===== src/rtl/cmd_frame_decoder_if.sv =====
// rtl/cmd_frame_decoder_if.sv - received byte stream in, decoded command and status out
interface cmd_frame_decoder_if #(
  parameter int DATA_SIZE   = 8,
  parameter int NUM_CMDS    = 4,
  parameter int PARAM_BYTES = 2
);
  logic [DATA_SIZE-1:0]             i_rx_data;
  logic                             i_rx_valid;
  logic                             o_wait_cmd;
  logic [NUM_CMDS-1:0]              o_cmd;
  logic                             o_cmd_valid;
  logic [PARAM_BYTES*DATA_SIZE-1:0] o_cmd_param;
  logic                             o_succes;
  logic                             o_error;
  logic [1:0]                       o_err_code;

  // Byte source side (UART receiver / bench)
  modport master (
    output i_rx_data, i_rx_valid,
    input  o_wait_cmd, o_cmd, o_cmd_valid, o_cmd_param, o_succes, o_error, o_err_code
  );

  // Decoder side
  modport slave (
    input  i_rx_data, i_rx_valid,
    output o_wait_cmd, o_cmd, o_cmd_valid, o_cmd_param, o_succes, o_error, o_err_code
  );
endinterface


===== src/rtl/cmd_frame_decoder.sv =====
// rtl/cmd_frame_decoder.sv - framed command decoder (sync, opcode, params, optional checksum via CMD_FRAME_DECODER_CHECKSUM_EN)
module cmd_frame_decoder #(
  parameter int                   DATA_SIZE      = 8,
  parameter int                   NUM_CMDS       = 4,
  parameter int                   PARAM_BYTES    = 2,
  parameter int                   TIMEOUT_CYCLES = 1000000,
  parameter logic [DATA_SIZE-1:0] SYNC_BYTE      = '0
) (
  input logic                i_clock,
  input logic                i_reset_n,
  cmd_frame_decoder_if.slave bus
);
  localparam int PW = PARAM_BYTES * DATA_SIZE;
  localparam int IW = (NUM_CMDS > 1) ? $clog2(NUM_CMDS) : 1;
  localparam int CW = (PARAM_BYTES > 1) ? $clog2(PARAM_BYTES) : 1;
  localparam int TW = (TIMEOUT_CYCLES > 0) ? $clog2(TIMEOUT_CYCLES + 1) : 1;

  localparam bit                   TO_EN     = (TIMEOUT_CYCLES > 0);
  localparam logic [TW-1:0]        TO_LAST   = TW'(TIMEOUT_CYCLES - 1);
  localparam logic [DATA_SIZE-1:0] MAX_OP    = DATA_SIZE'(NUM_CMDS);
  localparam logic [CW-1:0]        LAST_BYTE = CW'(PARAM_BYTES - 1);

`ifdef CMD_FRAME_DECODER_CHECKSUM_EN
  typedef enum logic [1:0] {S_IDLE, S_OPCODE, S_PARAM, S_CHECK} state_t;
`else
  typedef enum logic [1:0] {S_IDLE, S_OPCODE, S_PARAM} state_t;
`endif

  state_t state_q, state_d;

  logic [IW-1:0]        cmd_idx_q;
  logic [PW-1:0]        param_sr_q;
  logic [CW-1:0]        byte_cnt_q;
  logic [TW-1:0]        to_cnt_q;
  logic [NUM_CMDS-1:0]  cmd_q;
  logic                 cmd_valid_q;
  logic [PW-1:0]        param_out_q;
  logic                 error_q;
  logic [1:0]           err_code_q;
`ifdef CMD_FRAME_DECODER_CHECKSUM_EN
  logic [DATA_SIZE-1:0] csum_q;
`endif

  logic       op_in_range;
  logic       timeout_hit;
  logic       done;
  logic       fail;
  logic [1:0] fail_code;

  assign op_in_range = (bus.i_rx_data != '0) && (bus.i_rx_data <= MAX_OP);
  // A byte arriving in the expiry cycle wins over the timeout.
  assign timeout_hit = TO_EN && !bus.i_rx_valid && (to_cnt_q == TO_LAST);

  // Frame state register
  always_ff @(posedge i_clock or negedge i_reset_n) begin
    if (!i_reset_n) state_q <= S_IDLE;
    else            state_q <= state_d;
  end

  // Next state plus the completion / failure decision for this cycle
  always_comb begin
    state_d   = state_q;
    done      = 1'b0;
    fail      = 1'b0;
    fail_code = 2'd0;
    case (state_q)
      S_IDLE: begin
        if (bus.i_rx_valid && bus.i_rx_data == SYNC_BYTE) state_d = S_OPCODE;
      end
      S_OPCODE: begin
        if (bus.i_rx_valid) begin
          if (op_in_range) begin
            state_d = S_PARAM;
          end else begin
            state_d   = S_IDLE;
            fail      = 1'b1;
            fail_code = 2'd1;
          end
        end
      end
      S_PARAM: begin
        if (bus.i_rx_valid && byte_cnt_q == LAST_BYTE) begin
`ifdef CMD_FRAME_DECODER_CHECKSUM_EN
          state_d = S_CHECK;
`else
          state_d = S_IDLE;
          done    = 1'b1;
`endif
        end
      end
`ifdef CMD_FRAME_DECODER_CHECKSUM_EN
      S_CHECK: begin
        if (bus.i_rx_valid) begin
          state_d = S_IDLE;
          if (bus.i_rx_data == csum_q) begin
            done = 1'b1;
          end else begin
            fail      = 1'b1;
            fail_code = 2'd3;
          end
        end
      end
`endif
      default: state_d = S_IDLE;
    endcase
    if (state_q != S_IDLE && timeout_hit) begin
      state_d   = S_IDLE;
      fail      = 1'b1;
      fail_code = 2'd2;
    end
  end

  // Frame capture, inter-byte timeout and registered result pulses
  always_ff @(posedge i_clock or negedge i_reset_n) begin
    if (!i_reset_n) begin
      cmd_idx_q   <= '0;
      param_sr_q  <= '0;
      byte_cnt_q  <= '0;
      to_cnt_q    <= '0;
      cmd_q       <= '0;
      cmd_valid_q <= 1'b0;
      param_out_q <= '0;
      error_q     <= 1'b0;
      err_code_q  <= 2'd0;
`ifdef CMD_FRAME_DECODER_CHECKSUM_EN
      csum_q      <= '0;
`endif
    end else begin
      if (state_q == S_OPCODE && bus.i_rx_valid && op_in_range) begin
        cmd_idx_q  <= IW'(bus.i_rx_data - 1'b1);
        param_sr_q <= '0;
        byte_cnt_q <= '0;
`ifdef CMD_FRAME_DECODER_CHECKSUM_EN
        csum_q     <= bus.i_rx_data;
`endif
      end
      if (state_q == S_PARAM && bus.i_rx_valid) begin
        param_sr_q <= (param_sr_q << DATA_SIZE) | PW'(bus.i_rx_data);
        byte_cnt_q <= (byte_cnt_q == LAST_BYTE) ? '0 : byte_cnt_q + 1'b1;
`ifdef CMD_FRAME_DECODER_CHECKSUM_EN
        csum_q     <= csum_q ^ bus.i_rx_data;
`endif
      end

      if (state_q == S_IDLE || state_d == S_IDLE || bus.i_rx_valid) to_cnt_q <= '0;
      else if (to_cnt_q != '1)                                   to_cnt_q <= to_cnt_q + 1'b1;

      cmd_valid_q <= done;
      cmd_q       <= done ? (NUM_CMDS'(1) << cmd_idx_q) : '0;
      error_q     <= fail;
      if (fail) err_code_q <= fail_code;
      // Parameter word is published one edge after the strobe, from the completed shift register.
      if (cmd_valid_q) param_out_q <= param_sr_q;
    end
  end

  assign bus.o_wait_cmd  = (state_q != S_IDLE);
  assign bus.o_cmd       = cmd_q;
  assign bus.o_cmd_valid = cmd_valid_q;
  assign bus.o_succes    = cmd_valid_q;
  assign bus.o_cmd_param = param_out_q;
  assign bus.o_error     = error_q;
  assign bus.o_err_code  = err_code_q;
endmodule


===== src/flat_wrapper.sv =====
// flat-port wrapper written by rule: the top's interface ports become plain ports
module cmd_frame_decoder_flat 
#(
  parameter int                   DATA_SIZE      = 8,
  parameter int                   NUM_CMDS       = 4,
  parameter int                   PARAM_BYTES    = 2,
  parameter int                   TIMEOUT_CYCLES = 1000000,
  parameter logic [DATA_SIZE-1:0] SYNC_BYTE      = '0
)
  (i_clock, i_reset_n, bus_i_rx_data, bus_i_rx_valid, bus_o_wait_cmd, bus_o_cmd, bus_o_cmd_valid, bus_o_cmd_param, bus_o_succes, bus_o_error, bus_o_err_code);
  cmd_frame_decoder_if #(.DATA_SIZE(DATA_SIZE), .NUM_CMDS(NUM_CMDS), .PARAM_BYTES(PARAM_BYTES)) bus_i ();
  input logic i_clock;
  input logic i_reset_n;
  input wire logic [$bits(bus_i.i_rx_data)-1:0] bus_i_rx_data;
  input wire logic [$bits(bus_i.i_rx_valid)-1:0] bus_i_rx_valid;
  output wire logic [$bits(bus_i.o_wait_cmd)-1:0] bus_o_wait_cmd;
  output wire logic [$bits(bus_i.o_cmd)-1:0] bus_o_cmd;
  output wire logic [$bits(bus_i.o_cmd_valid)-1:0] bus_o_cmd_valid;
  output wire logic [$bits(bus_i.o_cmd_param)-1:0] bus_o_cmd_param;
  output wire logic [$bits(bus_i.o_succes)-1:0] bus_o_succes;
  output wire logic [$bits(bus_i.o_error)-1:0] bus_o_error;
  output wire logic [$bits(bus_i.o_err_code)-1:0] bus_o_err_code;
  assign bus_i.i_rx_data = bus_i_rx_data;
  assign bus_i.i_rx_valid = bus_i_rx_valid;
  assign bus_o_wait_cmd = bus_i.o_wait_cmd;
  assign bus_o_cmd = bus_i.o_cmd;
  assign bus_o_cmd_valid = bus_i.o_cmd_valid;
  assign bus_o_cmd_param = bus_i.o_cmd_param;
  assign bus_o_succes = bus_i.o_succes;
  assign bus_o_error = bus_i.o_error;
  assign bus_o_err_code = bus_i.o_err_code;
  cmd_frame_decoder #(.DATA_SIZE(DATA_SIZE), .NUM_CMDS(NUM_CMDS), .PARAM_BYTES(PARAM_BYTES), .TIMEOUT_CYCLES(TIMEOUT_CYCLES), .SYNC_BYTE(SYNC_BYTE)) u_core (.i_clock(i_clock), .i_reset_n(i_reset_n), .bus(bus_i));
endmodule

===== config.mk =====
export PLATFORM = sky130hd
export DESIGN_NAME = cmd_frame_decoder_flat
export DESIGN_NICKNAME = d
export VERILOG_FILES = /design/src/rtl/cmd_frame_decoder_if.sv /design/src/rtl/cmd_frame_decoder.sv /design/src/flat_wrapper.sv
export SDC_FILE = /design/constraint.sdc
export NUM_CORES = 1
export LEC_CHECK = 0
export ABC_AREA = 1
export BUFFER_PORTS_ARGS = -buffer_cell sky130_fd_sc_hd__buf_2
export CAP_MARGIN = 40
export CORE_MARGIN = 3
export CORE_UTILIZATION = 50
export CTS_CLUSTER_SIZE = 24
export DETAILED_ROUTE_END_ITERATION = 12
export PLACE_DENSITY = 0.8
export SYNTH_ARGS = -nofsm -noshare
export SYNTH_HDL_FRONTEND = slang
export SYNTH_SLANG_ARGS = --single-unit

===== constraint.sdc =====
create_clock -name i_clock -period 2.1 [get_ports i_clock]
set_input_delay 0.105 -clock i_clock [delete_from_list [all_inputs] [get_ports i_clock]]
set_output_delay 0.105 -clock i_clock [all_outputs]
set_load 0.05 [all_outputs]

# == Word-level counts from Yosys, hierarchy flattened ==
# Index checks and enable logic that the tools add are counted.
# op_classes
add_sub_neg,3
order_cmp,1
n_eq_ne,4
shifts,1
n_mux,24
bitwise,1
n_reduce_logical,18
# op_table
cell,count
$mux W20,2
$mux W16,2
$add A20 B1 Y20 const B,1
$eq A20 B20 Y1 const B,1
$ne A20 B20 Y1 const B,1
$mux W2,8
$or A16 B8 Y16,1
$mux W1,10
$le A8 B3 Y1 const B,1
$logic_and A1 B1 Y1,8
$logic_not A8 Y1,1
$reduce_bool A8 Y1,1
$pmux W2 S3,1
$reduce_bool A2 Y1,3
$logic_not A2 Y1,2
$mux W4,1
$shl A1 B2 Y4 const A,1
$eq A2 B1 Y1 const B,1
$eq A2 B2 Y1 const B,1
$logic_or A1 B1 Y1,2
$sub A2 B1 Y2 const B,1
$add A1 B1 Y1 const B,1
$logic_not A1 Y1,1
# totals
reg_bits,65
in_bits,11
out_inout_bits,26
elab_cells,62

# == Depth between registers and ports, before layout ==
# Gate-level depths: netlist (run 1).
# depth
ltp_word,10
mapped_depth,13
depth_no_buf,12

# == Worst setup path after synthesis (run 1) ==
# Ideal clock, no wire load.
# synth_timing
kind,register to register
start,reg u_core.cmd_valid_q (netlist: u_core.bus.o_cmd_valid)
end,reg u_core.param_out_q[13] (netlist: u_core.bus.o_cmd_param[13])
setup_time_ns,0.125
arrival_time_ns,1.574
required_ns,1.975
slack_ns,0.401
stages_incl_launch_ff,4
path_buffers,2
synth_period_minus_slack_ns,1.699
cell_sequence,dfrtp_1 -> clkbuf_1 -> clkbuf_1 -> mux2_2
# synth_rtl
item,line,text
"start, declared",cmd_frame_decoder.sv:36,logic cmd_valid_q;
"start signal, assigned",cmd_frame_decoder.sv:148,cmd_valid_q <= done;
"end signal, assigned",cmd_frame_decoder.sv:153,if (cmd_valid_q) param_out_q <= param_sr_q;
"end, declared",cmd_frame_decoder.sv:37,logic [PW-1:0] param_out_q;
# No word-level cell between the ends.

# == Final worst setup path (run 1) ==
# layout_timing
start,reg u_core.to_cnt_q[0]
end,reg u_core.to_cnt_q[15]
# layout_between
elab_chain_len,8
elab_cells_between_ends,12
classes_between,1 x add/sub; 2 x eq/ne; 3 x mux; 6 x reduce/logical
# layout_rtl
item,line,text
"start, declared",cmd_frame_decoder.sv:34,logic [TW-1:0] to_cnt_q;
"start signal, assigned",cmd_frame_decoder.sv:146,else if (to_cnt_q != '1) to_cnt_q <= to_cnt_q + 1'b1;
branches (longest 8 deep; another with $add A20 B1 Y20),-,
# Parallel ways; which one is timed is not known. The select of a mux whose other input is x is not followed.
# A chain may end at the register's enable or synchronous reset.

==> impl_metrics.py, run 1 <==
metrics = {
    "outcome": {
        "outcome": "finished clean",
    },
    "job": {
        "max_cap_viol_count": 0,
    },
    "pwr": {
        "p_sw_frac": 0.205,
        "p_clk_frac": 0.466,
        "combPwrFrac": 0.026,
        "p_int_uw": 1980,
        "power.density_mw_per_mm2": 693,
        "p_seq_frac": 0.508,
        "ir_worst_vdd_uv": 574,
        "p_leak_uw": 0.00192,
        "switchingPower_uw": 509,
    },
    "floorplanning": {
        "start_util": 0.537,
        "die_area_mm2": 0.00715,
        "ios": 37,
        "die_h_um": 84.6,
        "core-area_mm2": 0.00574,
        "die_w_um": 84.6,
        "fp-row-count": 27,
    },
    "synth": {
        "synthTopCellsByArea": "dfrtp_1 53%, nand2_1 9.2%, nor2_1 6.6%",
        "ys_warn_count": 0,
        "synthXorXnorAreaFrac": 0.0341,
        "yosysTopAreaCell": "dfrtp_1",
        "synthArstFlopShare": 1.00,
        "synthFlopType": "dfrtp_1",
        "syn_area_per_cell_um2": 8.43,
        "yosys.area_share.simple": 0.267,
        "yosysSeqAreaShare": 0.527,
        "synth_edf_count": 0,
        "muxShareOfSynthArea": 0.0255,
        "synth_compound_area_frac": 0.0604,
        "synth_top_family_by_area": "simple AND/OR/NAND/NOR gates",
        "synth_top_area_frac": 0.527,
        "synthAdderAreaFrac": 0.00811,
        "synth_area_mm2": 0.00309,
        "syn-num-nets": 379,
        "ys_types": 27,
        "synth_cells": 366,
        "ys_ff_latch": 65,
    },
    "routing": {
        "ant_nets": 0,
        "via_count": 2516,
        "vias_per_cell": 5.18,
        "dr.pass1.iters": 4,
        "drt_wl_total_um": 6630,
        "drt_iter0_markers": 163,
        "post_drt_wl_per_cell_um": 13.6,
        "route.detailed.drc": 0,
    },
    "finish": {
        "fill_cells": 489,
        "fin_nets": 423,
        "layout-drive-gt1-share": 0.186,
        "area_growth_pct": 16.2,
        "n_antenna_cell": 0,
    },
    "clock_network": {
        "cts_setup_buffers": 0,
        "root_buffer": "clkbuf_8",
        "cts_sinks": 65,
        "cts_tree": "built",
        "htree_num_levels": 3,
        "clk_pin_slew_worst_paths_ns": 0.06,
        "cts_buffers": 9,
        "clock_latency_ns": 0.34,
        "cts_max_path_buffers": 2,
    },
    "setup_path": {
        "critPathKind": "reg -> reg",
        "cp.required_ns": 2.31,
        "cp_max_fo": 15,
        "critPathArrivalTime_ns": 2.18,
        "cp_common_cell": "nand2_1",
        "startpoint_type": "register",
        "cp_cell_sequence": "ha_1 > nand2_1 > nor2_4 > nand2_1 > nor2_2 > nand3_2 > nand3_2 > nand2_4 > nand3_4 > nand2_1",
        "critPathMaxStageDelay_ns": 0.44,
        "cpMaxStageDelayCell": "dfrtp_1",
        "critPathCaptureType": "register",
        "rrSetupSlack_ns": 0.13,
    },
    "sta": {
        "rsz0062_at_grt": "false",
        "fin_skew_ns": 0.00704,
        "worst_slew_pin_slew_ns": 0.560,
        "slew_headroom": 0.627,
        "setup-violations-final": 0,
        "hold_viol": 0,
        "setup_tns_ns": 0,
        "fin_hold_ws_ns": 0.00891,
        "slew_violations": 0,
        "period_minus_slack_ns": 1.97,
        "fin_crit_sh": 0.937,
        "max_clock_freq_ghz": 0.508,
    },
    "global_routing": {
        "grt_max_degree": 32,
        "grt_overflow": 0,
        "grtUsageTotal": 0.195,
        "grt_pass1_wl_um": 11100,
        "grt_pass1_vias": 2419,
        "antenna_found_initial": 0,
    },
    "place": {
        "place_congestion": 0.919,
        "portBuffers": 36,
        "hpwl_um": 4960,
    },
    "min_path": {
        "hold_path_class": "in -> reg",
    },
}
through the flow:
stage          instances  total power, µW  instance area (µm²)  worst slack [ns]  utilization
2_1_floorplan        366             1300                 3090             0.401            -
3_3_place_gp         470             1350                 3350             0.220        0.583
3_5_place_dp         470             1350                 3350            0.0939        0.583
4_1_cts              486             2510                 3580            0.0892        0.623
5_1_grt              486             2580                 3590            0.0144        0.624
6_report             486             2490                 3590             0.133        0.624
layer usage:
metal | global-route usage | up-vias | wire [µm]
met5 | 0 | - | 0
met4 | 0.0604 | 0 | 62
met3 | 0.0471 | 6 | 364
met2 | 0.302 | 66 | 3100
met1 | 0.272 | 1187 | 3100
li1 | - | 1257 | -
kinds of logic (layout without fill, tap and decap cells):
kind of cell,Yosys count,after routing
xor gates and xnor gates,12,12
and+or+nand+nor,186,186
buffers and inverters,60,108
adders and majority gates,2,2
muxes,7,7
AOI/OAI and AO/OA,34,34
DFF,65,65
state kept, by name, indices dropped and copies added, names as in the netlist:
signal / cells
u_core.bus.o_cmd_valid: 1
u_core.byte_cnt_q: 1
u_core.bus.o_error: 1
u_core.param_sr_q: 16
u_core.to_cnt_q: 20
u_core.bus.o_cmd: 4
u_core.state_q: 2
u_core.bus.o_err_code: 2
u_core.bus.o_cmd_param: 16
u_core.cmd_idx_q: 2
layout make-up:
cell class	count	area (µm²)	share of cell area
Multi-Input combinational cell	241	1230	0.343
Sequential cell	65	1630	0.454
Tap cell	72	90.1	0.0251
Clock buffer	11	141	0.0394
Clock inverter	4	76.3	0.0213
Inverter	50	188	0.0523
Timing Repair Buffer	43	235	0.0656
critical path: cells and delay by family, from the launching register on:
family | cells | cell delay, ns
fa+ha+maj | 1 | 0.30
flops | 1 | 0.44
simple gates | 9 | 1.11
path summary, 6_finish.rpt:
path / end / start / cells after the start
max: u_core.to_cnt_q[15]$_DFFE_PN0P_ / u_core.to_cnt_q[0]$_DFFE_PN0P_ / 10
min: u_core.cmd_idx_q[0]$_DFFE_PN0P_ / bus_i_rx_data[0] / 2
max reg2reg: u_core.to_cnt_q[15]$_DFFE_PN0P_ / u_core.to_cnt_q[0]$_DFFE_PN0P_ / 10
min reg2reg: u_core.bus.o_err_code[1]$_DFFE_PN0P_ / u_core.bus.o_err_code[1]$_DFFE_PN0P_ / 2
max in group asynchronous: u_core.to_cnt_q[19]$_DFFE_PN0P_ / i_reset_n / 3
min in group asynchronous: u_core.cmd_idx_q[1]$_DFFE_PN0P_ / i_reset_n / 2
synthesized netlist by cell type (all sizes together), types with 2 or more instances:
library cell / instances
o21ai: 12
a21oi: 11
nand3: 39
nor3: 7
ha: 2
nand2: 77
dfrtp: 65
o22ai: 9
nor2: 56
mux2: 7
buf: 3
inv: 50
nand4: 5
xor2: 10
clkbuf: 7
xnor2: 2
repair_timing:
| action | CTS | global route |
|---|---|---|
| endpoints found under the hold margin | 19 | 0 |
| resized for setup | 0 | 2 |
| hold buffers | 1 | 0 |
| setup endpoints to repair | 0 | 20 |
power by group through the flow:
stage	Sequential, µW	Clock [µW]	Combinational, µW
6_report	1260	1160	65.3
5_1_grt	1260	1240	75.8
4_1_cts	1260	1180	67.1
3_5_place_dp	1290	0	65.3
3_3_place_gp	1280	0	63.2
2_1_floorplan	1280	0	20.0
placed cells by master, fill, tap and decap left out, types with 2 or more instances in the layout:
master and count:
xor2_1 10, nor2_1 54, inv_2 3, nand2_1 75, dfrtp_1 65, nor3_1 6
nand4_1 5, inv_1 47, buf_2 36, mux2_2 7, buf_4 6, nand3_2 4
nand3_1 34, xnor2_1 2, ha_1 2, a21oi_1 11, bufinv_16 2, clkbuf_8 10
o21ai_0 12, o22ai_1 9
No activity file was read; power rests on OpenSTA's default activity.
==> inputs of run 2 (changes only) <==
Clock period 2.1 ns to 2.29 ns, I/O delays scaled along.
==> impl_metrics.py, run 2 (synthesis results as in run 1) <==
metrics = {
    "clock_network": {
        "root_buffer": "clkbuf_8",
        "clock_latency_ns": 0.34,
        "htree_num_levels": 3,
        "cts_sinks": 65,
        "cts_resized": 0,
        "cts_tree": "built",
        "cts_buffers": 9,
        "clk_pin_slew_worst_paths_ns": 0.07,
        "cts_max_path_buffers": 2,
    },
    "finish": {
        "fin_area_mm2": 0.00362,
        "final_common_cell": "nand2_1",
        "largest_register_ffs": 20,
        "largest_register": "u_core.to_cnt_q",
        "layout-drive-gt1-share": 0.188,
        "area_growth_pct": 17.3,
        "n_antenna_cell": 0,
        "fill_cells": 491,
        "fin_nets": 424,
        "mostFrequentLayoutCells": "76 x nand2_1, 65 x dfrtp_1, 54 x nor2_1",
    },
    "sta": {
        "rsz0062_at_grt": "false",
        "worst_slew_pin_slew_ns": 0.604,
        "fin_hold_ws_ns": 0.0629,
        "setup-violations-final": 0,
        "hold_viol": 0,
        "setup_tns_ns": 0,
        "slew_headroom": 0.597,
        "slew_violations": 0,
        "period_minus_slack_ns": 1.98,
        "fin_skew_ns": 0.00886,
        "fin_crit_sh": 0.863,
        "max_clock_freq_ghz": 0.506,
    },
    "routing": {
        "drt_iter0_markers": 139,
        "ant_nets": 0,
        "route.detailed.drc": 0,
        "drt_wl_total_um": 6800,
        "dr.pass1.iters": 5,
        "post_drt_wl_per_cell_um": 13.9,
        "vias_per_cell": 5.25,
        "via_count": 2561,
    },
    "global_routing": {
        "grt_max_degree": 29,
        "grtUsageTotal": 0.207,
        "grt_pass1_vias": 2505,
        "grt_overflow": 0,
        "antenna_found_initial": 0,
        "grt_pass1_wl_um": 11800,
    },
    "floorplanning": {
        "die_w_um": 84.6,
        "start_util": 0.537,
        "fp-row-count": 27,
        "die_area_mm2": 0.00715,
        "die_h_um": 84.6,
        "ios": 37,
        "core-area_mm2": 0.00574,
    },
    "place": {
        "place_congestion": 0.879,
        "hpwl_um": 4950,
        "portBuffers": 36,
        "placed_cell_area_mm2": 0.00335,
    },
    "outcome": {
        "outcome": "finished clean",
    },
    "setup_path": {
        "startpoint_type": "register",
        "rrSetupSlack_ns": 0.31,
        "reg2reg_depth": 10,
        "critPathArrivalTime_ns": 2.19,
        "critPathKind": "reg -> reg",
        "cp.required_ns": 2.50,
        "setup.worst_path.end": "u_core.to_cnt_q[3]$_DFFE_PN0P_",
        "r2r_end": "u_core.to_cnt_q[3]$_DFFE_PN0P_",
        "cp_max_fo": 15,
        "rr_startpoint": "u_core.to_cnt_q[0]$_DFFE_PN0P_",
        "critPathLaunch": "u_core.to_cnt_q[0]$_DFFE_PN0P_",
        "critPathCaptureType": "register",
    },
    "pwr": {
        "p_leak_uw": 0.00194,
        "report.power.total_uw": 2420,
        "ir_worst_vdd_uv": 984,
        "power.density_mw_per_mm2": 669,
    },
    "min_path": {
        "holdPathStages": 3,
        "hold_path_class": "in -> reg",
    },
    "job": {
        "max_cap_viol_count": 0,
    },
}
-- run 2: worst max-delay path, cell delays in order, from the launching register on --
cell	delay [ns]
dfrtp_1	0.42
ha_1	0.28
nand2_1	0.12
nor2_4	0.14
nand2_1	0.08
nor2_2	0.09
nand3_2	0.14
nand3_2	0.14
nand2_4	0.12
nand3_2	0.23
nand2_1	0.09
-- run 2: final cells by class --
class / instances / area (µm²) / area share
Clock buffer: 10 / 138 / 0.0380
Clock inverter: 6 / 114 / 0.0315
Inverter: 50 / 188 / 0.0518
Multi-Input combinational cell: 241 / 1220 / 0.337
Sequential cell: 65 / 1630 / 0.449
Tap cell: 72 / 90.1 / 0.0249
Timing Repair Buffer: 44 / 245 / 0.0677
-- run 2: power by group --
group | internal [µW] | switching [µW] | total (µW)
combinational | 18.2 | 43.0 | 61.2
sequential | 1150 | 3.19 | 1160
clock | 756 | 449 | 1210
total | 1930 | 495 | 2420
-- run 2: metal layers --
metal / routed length [µm] / up-vias / global-route usage
li1: - / 1258 / -
met1: 3090 / 1226 / 0.265
met2: 3230 / 66 / 0.333
met3: 377 / 11 / 0.0648
met4: 101 / 0 / 0.0691
met5: 0 / - / 0
-- run 2: what timing repair did --
item / 4_1_cts / 5_1_grt
hold buffers: 2 / 0
endpoints found under the setup margin: 0 / 0
buffers inserted: 0 / 0
endpoints found under the hold margin: 27 / 0
-- run 2: worst min path at each step --
| stage | startpoint | endpoint | slack, ns |
|---|---|---|---|
| 2_1_floorplan | i_reset_n | u_core.bus.o_cmd[0]$_DFF_PN0_ | -0.18 |
| 3_3_place_gp | i_reset_n | u_core.bus.o_cmd[2]$_DFF_PN0_ | 0.15 |
| 3_5_place_dp | i_reset_n | u_core.bus.o_cmd[2]$_DFF_PN0_ | 0.15 |
| 4_1_cts | bus_i_rx_data[3] | u_core.param_sr_q[3]$_DFFE_PN0P_ | 0.05 |
| 5_1_grt | bus_i_rx_data[3] | u_core.param_sr_q[3]$_DFFE_PN0P_ | 0.06 |
| 6_report | bus_i_rx_data[3] | u_core.param_sr_q[3]$_DFFE_PN0P_ | 0.06 |
-- run 2: per-stage QoR --
| stage | setup slack, ns | cells | utilization |
|---|---|---|---|
| global placement | 0.427 | 470 | 0.583 |
| detailed placement | 0.310 | 470 | 0.583 |
| global route | 0.118 | 488 | 0.630 |
| finish | 0.314 | 488 | 0.630 |
| CTS | 0.291 | 488 | 0.630 |
| floorplan | 0.591 | 366 | - |
==> inputs of run 3 (changes only) <==
Settings changed: ABC_AREA 1 to 0, SLEW_MARGIN set to 20.
==> impl_metrics.py, run 3 <==
metrics = {
    "floorplanning": {
        "start_util": 0.531,
        "die_area_mm2": 0.00696,
        "die_h_um": 83.4,
        "core-area_mm2": 0.00564,
        "fp-row-count": 27,
        "ios": 37,
        "die_w_um": 83.4,
    },
    "sta": {
        "setup_tns_ns": 0,
        "setup-violations-final": 0,
        "slew_violations": 0,
        "rsz0062_at_grt": "false",
        "worst_slew_pin_slew_ns": 0.706,
        "slew_headroom": 0.530,
        "fin_crit_sh": 0.895,
        "max_clock_freq_ghz": 0.488,
        "hold_viol": 0,
        "fin_hold_ws_ns": 0.0188,
        "fin_skew_ns": 0.00535,
        "period_minus_slack_ns": 2.05,
    },
    "synth": {
        "synth_area_mm2": 0.00300,
        "syn_area_per_cell_um2": 11.1,
        "syn-num-nets": 282,
        "yosysSeqAreaShare": 0.543,
        "synth_edf_count": 0,
        "ys_ff_latch": 65,
        "synth_top_area_frac": 0.543,
        "yosysTopAreaCell": "dfrtp_1",
        "synthArstFlopShare": 1.00,
        "ys_warn_count": 0,
        "synthTopCellsByArea": "dfrtp_1 54%, mux2_2 6.4%, a22o_1 4.7%",
        "synthFlopType": "dfrtp_1",
        "synth_cells": 269,
        "synth_commonest_cells": "65 x dfrtp_1, 17 x mux2_2, 17 x nand2_1, 16 x a22o_1, 15 x a21oi_1",
        "ys_types": 45,
        "yosysMostFrequentCell": "dfrtp_1",
    },
    "routing": {
        "route.detailed.drc": 0,
        "drt_iter0_markers": 154,
        "drt_wl_total_um": 6620,
        "vias_per_cell": 5.98,
        "dr.pass1.iters": 4,
        "via_count": 2343,
        "post_drt_wl_per_cell_um": 16.9,
        "ant_nets": 0,
    },
    "setup_path": {
        "critPathMaxStageDelay_ns": 0.57,
        "critPathCaptureType": "register",
        "startpoint_type": "register",
        "cp_top_family": "simple AND/OR/NAND/NOR gates",
        "cp_max_fo": 9,
        "critPathKind": "reg -> reg",
        "cpMaxStageDelayCell": "or4_1",
        "cp.required_ns": 2.55,
        "cp_cell_sequence": "ha_1 > and3_1 > nand4_1 > or4_1 > a21oi_1",
        "path_buf_inv": 0,
        "critPathArrivalTime_ns": 2.31,
    },
    "clock_network": {
        "cts_tree": "built",
        "cts_resized": 0,
        "cts_buffers": 9,
        "htree_num_levels": 3,
        "cts_max_path_buffers": 2,
        "clk_pin_slew_worst_paths_ns": 0.07,
        "clock_latency_ns": 0.34,
        "cts_sinks": 65,
        "root_buffer": "clkbuf_8",
        "cts_setup_buffers": 0,
    },
    "finish": {
        "mostFrequentLayoutCells": "65 x dfrtp_1, 36 x buf_2, 17 x nand2_1, 17 x mux2_2, 16 x a22o_1",
        "area_growth_pct": 17.1,
        "finalNonFillerCells": 392,
        "largest_register": "u_core.to_cnt_q",
        "fin_util": 0.622,
        "largest_register_ffs": 20,
        "n_antenna_cell": 0,
        "fin_nets": 328,
        "layout-drive-gt1-share": 0.256,
        "final_common_cell": "dfrtp_1",
    },
    "job": {
        "max_cap_viol_count": 0,
    },
    "outcome": {
        "outcome": "finished clean",
    },
    "place": {
        "portBuffers": 36,
        "place_congestion": 0.904,
        "hpwl_um": 4560,
        "numPlacedInstances": 373,
    },
    "global_routing": {
        "grt_overflow": 0,
        "grt_pass1_wl_um": 11400,
        "antenna_found_initial": 0,
        "grt_max_degree": 35,
        "grt_pass1_vias": 2337,
        "grtUsageTotal": 0.202,
    },
    "pwr": {
        "ir_worst_vdd_uv": 378,
        "power.density_mw_per_mm2": 589,
        "p_leak_uw": 0.00166,
    },
    "min_path": {
        "hold_path_class": "in -> reg",
    },
}
==> run 3: cell types whose count changed after synthesis, sizes merged, moves of 7 or more <==
cell   change
nand2     -60
inv       -42
mux2      +10
o31ai     +11
nand3     -27
o22ai      -9
mux2i      +8
xor2       -9
or3        +8
and3       +7
nor2      -49
a22o      +16
==> run 3: cell type report <==
type                    count  area, µm²
fillers                   453       2130
flip-flops and latches     65       1630
multi-input cells         183       1280
repair buffers             48        308
clock buffers              11        141
well taps                  72       90.1
clock inverters             5       31.3
inverters                   8       30.0
==> run 3: what timing repair did <==
item | CTS | global route
endpoints found under the hold margin | 34 | 0
setup endpoints to repair | 0 | 0
hold buffers | 2 | 0
==> run 3: worst reg2reg max path, cell delays in order, from the launching register on <==
cell and delay, ns:
dfrtp_1 0.40, ha_1 0.28, and3_1 0.25, nand4_1 0.32, or4_1 0.57, a21oi_1 0.15
==> run 3: where the power goes <==
group / internal (µW) / total, µW / switching, µW
logic: 23.5 / 64.6 / 41.1
registers: 1150 / 1150 / 2.97
clock network: 418 / 848 / 430
==> run 3: path summary, 6_finish.rpt <==
| path | cells past startpoint | end | start | slack [ns] |
|---|---|---|---|---|
| setup reg to reg | 5 | u_core.to_cnt_q[18]$_DFFE_PN0P_ | u_core.to_cnt_q[0]$_DFFE_PN0P_ | 0.24 |
| min in group asynchronous | 2 | u_core.bus.o_cmd_param[13]$_DFFE_PN0P_ | i_reset_n | 0.18 |
| hold reg to reg | 1 | u_core.bus.o_cmd[0]$_DFF_PN0_ | u_core.cmd_idx_q[1]$_DFFE_PN0P_ | 0.48 |
| setup / recovery | 5 | u_core.to_cnt_q[18]$_DFFE_PN0P_ | u_core.to_cnt_q[0]$_DFFE_PN0P_ | 0.24 |
| max in group asynchronous | 3 | u_core.to_cnt_q[6]$_DFFE_PN0P_ | i_reset_n | 1.65 |
| hold / removal | 2 | u_core.param_sr_q[5]$_DFFE_PN0P_ | bus_i_rx_data[5] | 0.02 |
==> run 3: layer usage <==
layer / vias to the layer above / global-route usage / wire [µm]
li1: 1120 / - / -
met1: 1171 / 0.280 / 3120
met2: 40 / 0.306 / 3110
met3: 12 / 0.0615 / 275
met4: 0 / 0.0673 / 106
met5: - / 0 / 0
==> run 3: logic make-up after synthesis <==
group | Yosys count | share of synthesized area
AOI/OAI and AO/OA | 63 | 0.150
xor gates and xnor gates | 2 | 0.00584
adders and majority gates | 2 | 0.00835
buffers and inverters | 21 | 0.0292
DFF | 65 | 0.543
muxes | 25 | 0.0906
and+or+nand+nor | 91 | 0.173
==> run 3: stage by stage <==
step / total power [µW] / instance area [µm²] / setup slack, ns
floorplan: 1190 / 3000 / 0.448
global placement: 1230 / 3280 / 0.340
detailed placement: 1230 / 3290 / 0.275
CTS: 2090 / 3480 / 0.276
global route: 2160 / 3510 / 0.0687
finish: 2070 / 3510 / 0.239
